--- config.mk ---
export PLATFORM = sky130hd
export DESIGN_NAME = wb_port_arbiter
export DESIGN_NICKNAME = d
export VERILOG_FILES = /design/src/rtl/wb_port_arbiter.sv
export SDC_FILE = /design/constraint.sdc
export NUM_CORES = 1
export LEC_CHECK = 0
export ABC_CLOCK_PERIOD_IN_PS = 3470
export CAP_MARGIN = 15
export CORE_UTILIZATION = 49
export DETAILED_ROUTE_END_ITERATION = 10
export PLACE_DENSITY_LB_ADDON = 0.08
export SLEW_MARGIN = 20
export SYNTH_ARGS = -nofsm -noshare
export SYNTH_HDL_FRONTEND = slang
export SYNTH_SLANG_ARGS = --single-unit
export TNS_END_PERCENT = 50
--- constraint.sdc ---
create_clock -name clock -period 3.47 [get_ports clock]
set_input_delay 0.347 -clock clock [delete_from_list [all_inputs] [get_ports clock]]
set_output_delay 0.347 -clock clock [all_outputs]
set_load 0.005 [all_outputs]
--- src/rtl/wb_port_arbiter.sv ---
// Register-file write port arbiter: pipeline writeback versus a 2-entry aux FIFO.
// Optional scan display compiled in with macro WB_PORT_ARBITER_SCAN_EN.
module wb_port_arbiter #(
    parameter int CORE            = 0,
    parameter int DATA_WIDTH      = 32,
    parameter int STARVE_LIMIT    = 4,
    parameter int SCAN_CYCLES_MIN = 0,
    parameter int SCAN_CYCLES_MAX = 1000
) (
    input  logic                  clock,
    input  logic                  reset,
    input  logic                  pipe_write,
    input  logic [4:0]            pipe_write_reg,
    input  logic [DATA_WIDTH-1:0] pipe_write_data,
    input  logic                  aux_valid,
    input  logic [4:0]            aux_reg,
    input  logic [DATA_WIDTH-1:0] aux_data,
    output logic                  aux_ready,
    output logic                  stall_pipe,
    output logic                  write,
    output logic [4:0]            write_reg,
    output logic [DATA_WIDTH-1:0] write_data,
    input  logic                  scan
);

    localparam logic [7:0] LP_LIMIT = 8'(STARVE_LIMIT);

    typedef enum logic {
        ST_NORMAL  = 1'b0,
        ST_STARVED = 1'b1
    } state_t;

    state_t                r_state;
    logic                  r_stall;
    logic [4:0]            r_fifo_reg  [2];
    logic [DATA_WIDTH-1:0] r_fifo_data [2];
    logic                  r_rd_ptr;
    logic                  r_wr_ptr;
    logic [1:0]            r_count;
    logic [7:0]            r_wait;
    logic                  r_write;
    logic [4:0]            r_write_reg;
    logic [DATA_WIDTH-1:0] r_write_data;
    logic [31:0]           r_cycle;

    logic                  w_push;
    logic                  w_not_empty;
    logic                  w_pipe_sel;
    logic                  w_pop;
    logic                  w_sel_valid;
    logic [4:0]            w_sel_reg;
    logic [DATA_WIDTH-1:0] w_sel_data;
    logic                  w_do_write;
    logic [7:0]            w_wait_next;

    // Ready depends only on registered occupancy, so it never loops through aux_valid.
    assign aux_ready   = (r_count < 2'd2);
    assign stall_pipe  = r_stall;
    assign write       = r_write;
    assign write_reg   = r_write_reg;
    assign write_data  = r_write_data;

    assign w_push      = aux_valid & aux_ready;
    assign w_not_empty = (r_count != 2'd0);

    // Pipe wins only in NORMAL; the head is taken from registered count, so an
    // entry pushed this cycle cannot be popped until the next one.
    assign w_pipe_sel  = (r_state == ST_NORMAL) & pipe_write;
    assign w_pop       = w_not_empty & ~w_pipe_sel;
    assign w_sel_valid = w_pipe_sel | w_pop;
    assign w_sel_reg   = w_pipe_sel ? pipe_write_reg  : r_fifo_reg[r_rd_ptr];
    assign w_sel_data  = w_pipe_sel ? pipe_write_data : r_fifo_data[r_rd_ptr];
    assign w_do_write  = w_sel_valid & (w_sel_reg != 5'd0);

    // Wait count tracks how long the current head has been passed over.
    assign w_wait_next = (!w_not_empty || w_pop) ? 8'd0 : (r_wait + 8'd1);

    // Arbitration FSM: force one aux pop once the head has waited long enough.
    always_ff @(posedge clock) begin
        if (reset) begin
            r_state <= ST_NORMAL;
            r_stall <= 1'b0;
            r_wait  <= 8'd0;
        end else begin
            r_wait <= w_wait_next;
            unique case (r_state)
                ST_NORMAL: begin
                    if (w_wait_next >= LP_LIMIT) begin
                        r_state <= ST_STARVED;
                        r_stall <= 1'b1;
                    end else begin
                        r_state <= ST_NORMAL;
                        r_stall <= 1'b0;
                    end
                end
                ST_STARVED: begin
                    r_state <= ST_NORMAL;
                    r_stall <= 1'b0;
                end
                default: begin
                    r_state <= ST_NORMAL;
                    r_stall <= 1'b0;
                end
            endcase
        end
    end

    // FIFO pointers and occupancy; push and pop together leave count unchanged.
    always_ff @(posedge clock) begin
        if (reset) begin
            r_rd_ptr <= 1'b0;
            r_wr_ptr <= 1'b0;
            r_count  <= 2'd0;
        end else begin
            if (w_push) begin
                r_wr_ptr <= ~r_wr_ptr;
            end
            if (w_pop) begin
                r_rd_ptr <= ~r_rd_ptr;
            end
            unique case ({w_push, w_pop})
                2'b10:   r_count <= r_count + 2'd1;
                2'b01:   r_count <= r_count - 2'd1;
                default: r_count <= r_count;
            endcase
        end
    end

    // FIFO storage; contents are don't-care once pointers are reset.
    always_ff @(posedge clock) begin
        if (w_push) begin
            r_fifo_reg[r_wr_ptr]  <= aux_reg;
            r_fifo_data[r_wr_ptr] <= aux_data;
        end
    end

    // Registered write port; writes to x0 are dropped and idle outputs are zero.
    always_ff @(posedge clock) begin
        if (reset) begin
            r_write      <= 1'b0;
            r_write_reg  <= 5'd0;
            r_write_data <= '0;
        end else if (w_do_write) begin
            r_write      <= 1'b1;
            r_write_reg  <= w_sel_reg;
            r_write_data <= w_sel_data;
        end else begin
            r_write      <= 1'b0;
            r_write_reg  <= 5'd0;
            r_write_data <= '0;
        end
    end

    // Free-running cycle counter for debug display.
    always_ff @(posedge clock) begin
        if (reset) begin
            r_cycle <= 32'd0;
        end else begin
            r_cycle <= r_cycle + 32'd1;
        end
    end

`ifdef WB_PORT_ARBITER_SCAN_EN
    // Per-cycle trace of the arbiter inside the configured cycle window.
    always_ff @(posedge clock) begin
        if (scan &&
            (r_cycle >= 32'(SCAN_CYCLES_MIN)) &&
            (r_cycle <= 32'(SCAN_CYCLES_MAX))) begin
            $display("core %0d cycle %0d state %0d count %0d write %0b reg %0d data %h",
                     CORE, r_cycle, r_state, r_count,
                     r_write, r_write_reg, r_write_data);
        end
    end
`else
    logic w_unused_scan;
    assign w_unused_scan = ^{scan, r_cycle, 32'(CORE),
                             32'(SCAN_CYCLES_MIN), 32'(SCAN_CYCLES_MAX)};
`endif

endmodule

==> impl_metrics.json <==
{
  "n_fill_cell": 662,
  "top_layer": "met4",
  "synth_cell_types": 35,
  "drt_iter0_markers": 133,
  "finalSetupViolCount": 0,
  "syn_inst": 352,
  "die-area_sq_um": 10300,
  "ant_nets": 0,
  "grt_pass1_wl_microns": 15700,
  "initial_core_util_pct": 51.5,
  "synthTopCellsByArea": "edfxtp_1, dfxtp_1, mux2i_1, a21oi_2, o211ai_1",
  "crit_family": "buffers and inverters",
  "worst_path_most_repeated_cell": "buf_4",
  "met2_length_microns": 5030,
  "place_inst": 582,
  "syn_nets": 433,
  "track_usage_pct": 20.8,
  "synth_top_area_share_pct": 45.9,
  "clock-sinks": 126,
  "slowest_delay_ns": 0.53,
  "die_width_microns": 101,
  "drive_gt1_share_pct": 16.5,
  "drc_errors": 0,
  "cts_tree": "yes",
  "worstPathArrival_ns": 2.50,
  "synth-seq-cells": 126,
  "vias_per_cell": 5.16,
  "drv_cap": 0,
  "p_comb_share_pct": 21.6,
  "status": "finished clean",
  "num_antenna_cells": 0,
  "fmax_mhz": 468,
  "place.gp.congestion": 0.724,
  "drv_slew": 0,
  "powerDensity_nw_per_um2": 714,
  "final_common_cell": "clkdlybuf4s50_1",
  "clock_skew_ns": 0.00961,
  "synth_area_sq_um": 4850,
  "core_sq_um": 9420,
  "grt_antenna_before_repair": 0,
  "cts_hold_buf": 0,
  "rsz0062_at_grt": "false",
  "tns_ns": 0,
  "htreeDepth": 4,
  "tightest_slew_ns": 0.937,
  "final_cell_mix": "clkdlybuf4s50_1, edfxtp_1, dfxtp_1",
  "cp-end-kind": "register",
  "p_clk_share_pct": 37.6,
  "drt-pass1-iter-count": 4,
  "cts_repair_resize_count": 0,
  "wl_met1_microns": 4240,
  "synth_top_area_cell": "edfxtp_1",
  "insertion_delay_ns": 0.50,
  "port_buffers": 117,
  "period_share_pct": 61.6,
  "rrSetupSlack_ns": 1.33,
  "first_global_vias": 3259,
  "wirelength_microns": 9920,
  "num_vias": 3168,
  "wire_per_inst_microns": 16.2,
  "syn_avg_cell_area_sq_um": 13.8,
  "post_cts_buffers": 0,
  "wl_met3_microns": 567,
  "switchingPower_mw": 1.25,
  "core.rowCount": 35,
  "power_frac_seq_pct": 40.8,
  "crit_slowest_cell": "buf_4",
  "cp-start-kind": "register",
  "sw_frac_of_total_pct": 25.8,
  "path_max_fanout": 34,
  "finalNonFillerCells": 614,
  "hold_class": "in2reg",
  "ys_warn_count": 0,
  "peakVddDrop_mv": 0.513,
  "internal_power_mw": 3.59,
  "grt_max_degree": 43,
  "cts_root_buf": "clkbuf_8",
  "ios": 119,
  "clockBufferDepth": 2,
  "hold-worst-slack_ns": 0.426,
  "largest_reg_flops": 64,
  "dp.final_hpwl_microns": 5960,
  "overflow": 0,
  "synth_seq_area_share_pct": 67.3,
  "path_buf_inv": 2,
  "syn2layout_area_growth_pct": 39.8,
  "period_needed_ns": 2.14,
  "clk_pin_slew_ns": 0.06,
  "die_h_microns": 101,
  "nets": 553,
  "hp-start": "aux_data[13]",
  "cts_buffers": 17,
  "p_leak_nw": 2.32,
  "hold_viol_final": 0,
  "path_cells": "buf_4, mux2i_1, nand2_1, o21ai_4, buf_4, a21oi_1",
  "path_class": "reg2reg",
  "required_ns": 3.83,
  "relSlewSlack_pct": 37.5
}
cell type report:
cell class	instances	area [sq um]	share of cell area, %
inverters	3	11.3	0.166
multi-input cells	200	1490	21.9
repair buffers	124	1240	18.2
flip-flops and latches	126	3260	48.2
well taps	129	161	2.38
clock buffers	19	432	6.37
clock inverters	13	186	2.75
final timing paths:
path,to,depth (start not counted)
max,write_data[18],6
min reg2reg,r_wait[0],1
max reg2reg,write_data[18],6
min,r_fifo_data[1][13],1
cells by family after synthesis:
| logic type | share of synthesized area (%) |
|---|---|
| flip-flops | 67.3 |
| AO/OA/AOI/OAI | 12.3 |
| AND/OR/NAND/NOR | 6.40 |
| multiplexers | 8.91 |
| buffers and inverters | 2.71 |
| XOR/XNOR | 1.81 |
| adder cells (fa/ha/maj) | 0.516 |
metrics by stage:
step	utilization, %	instance area [sq um]	setup WS, ns	total power [mW]
after CTS	72.0	6780	1.32	4.88
after global placement	65.4	6160	1.05	3.03
after global routing	72.0	6780	1.20	5.05
final	72.0	6780	1.33	4.84
after detailed placement	65.4	6160	1.04	3.05
after floorplan	-	4850	0.990	2.61
metal layers:
metal | global-route usage [%] | up-vias
met5 | 0 | -
met4 | 7.36 | 0
met3 | 6.49 | 7
met2 | 36.3 | 104
met1 | 24.3 | 1519
li1 | - | 1538
worst register-to-register path, cell delays in order (launching register included):
cell     delay (ns)
dfxtp_2        0.39
buf_4          0.53
mux2i_1        0.27
nand2_1        0.11
o21ai_4        0.08
buf_4          0.47
a21oi_1        0.15
power groups by stage:
stage               sequential [mW]  combinational, mW  clock [mW]
detailed placement             2.00               1.05           0
global placement               1.99               1.03           0
CTS                            1.97               1.06        1.85
finish                         1.97               1.05        1.82
global route                   2.00               1.14        1.91
floorplan                      2.00              0.615           0
Yosys cell counts:
cell	number
nor4_4	1
o211ai_1	32
mux2_4	3
o41ai_1	1
nand2_1	36
a31oi_1	1
a21oi_2	30
buf_6	4
buf_1	2
o32ai_1	1
and2_1	5
mux2_2	2
nand2b_1	1
and3_1	2
xnor2_1	6
inv_2	1
inv_1	2
o21ai_0	3
a21oi_1	7
nand4_1	1
mux2_1	3
or3_1	3
edfxtp_1	74
mux2i_1	33
nor3_1	1
dfxtp_1	52
buf_2	3
nand3_1	2
xor2_1	4
clkbuf_1	14
ha_1	2
a21o_1	1
o21ai_1	1
o21a_1	1
nor2_1	17
(Power assumes the default switching activity.)
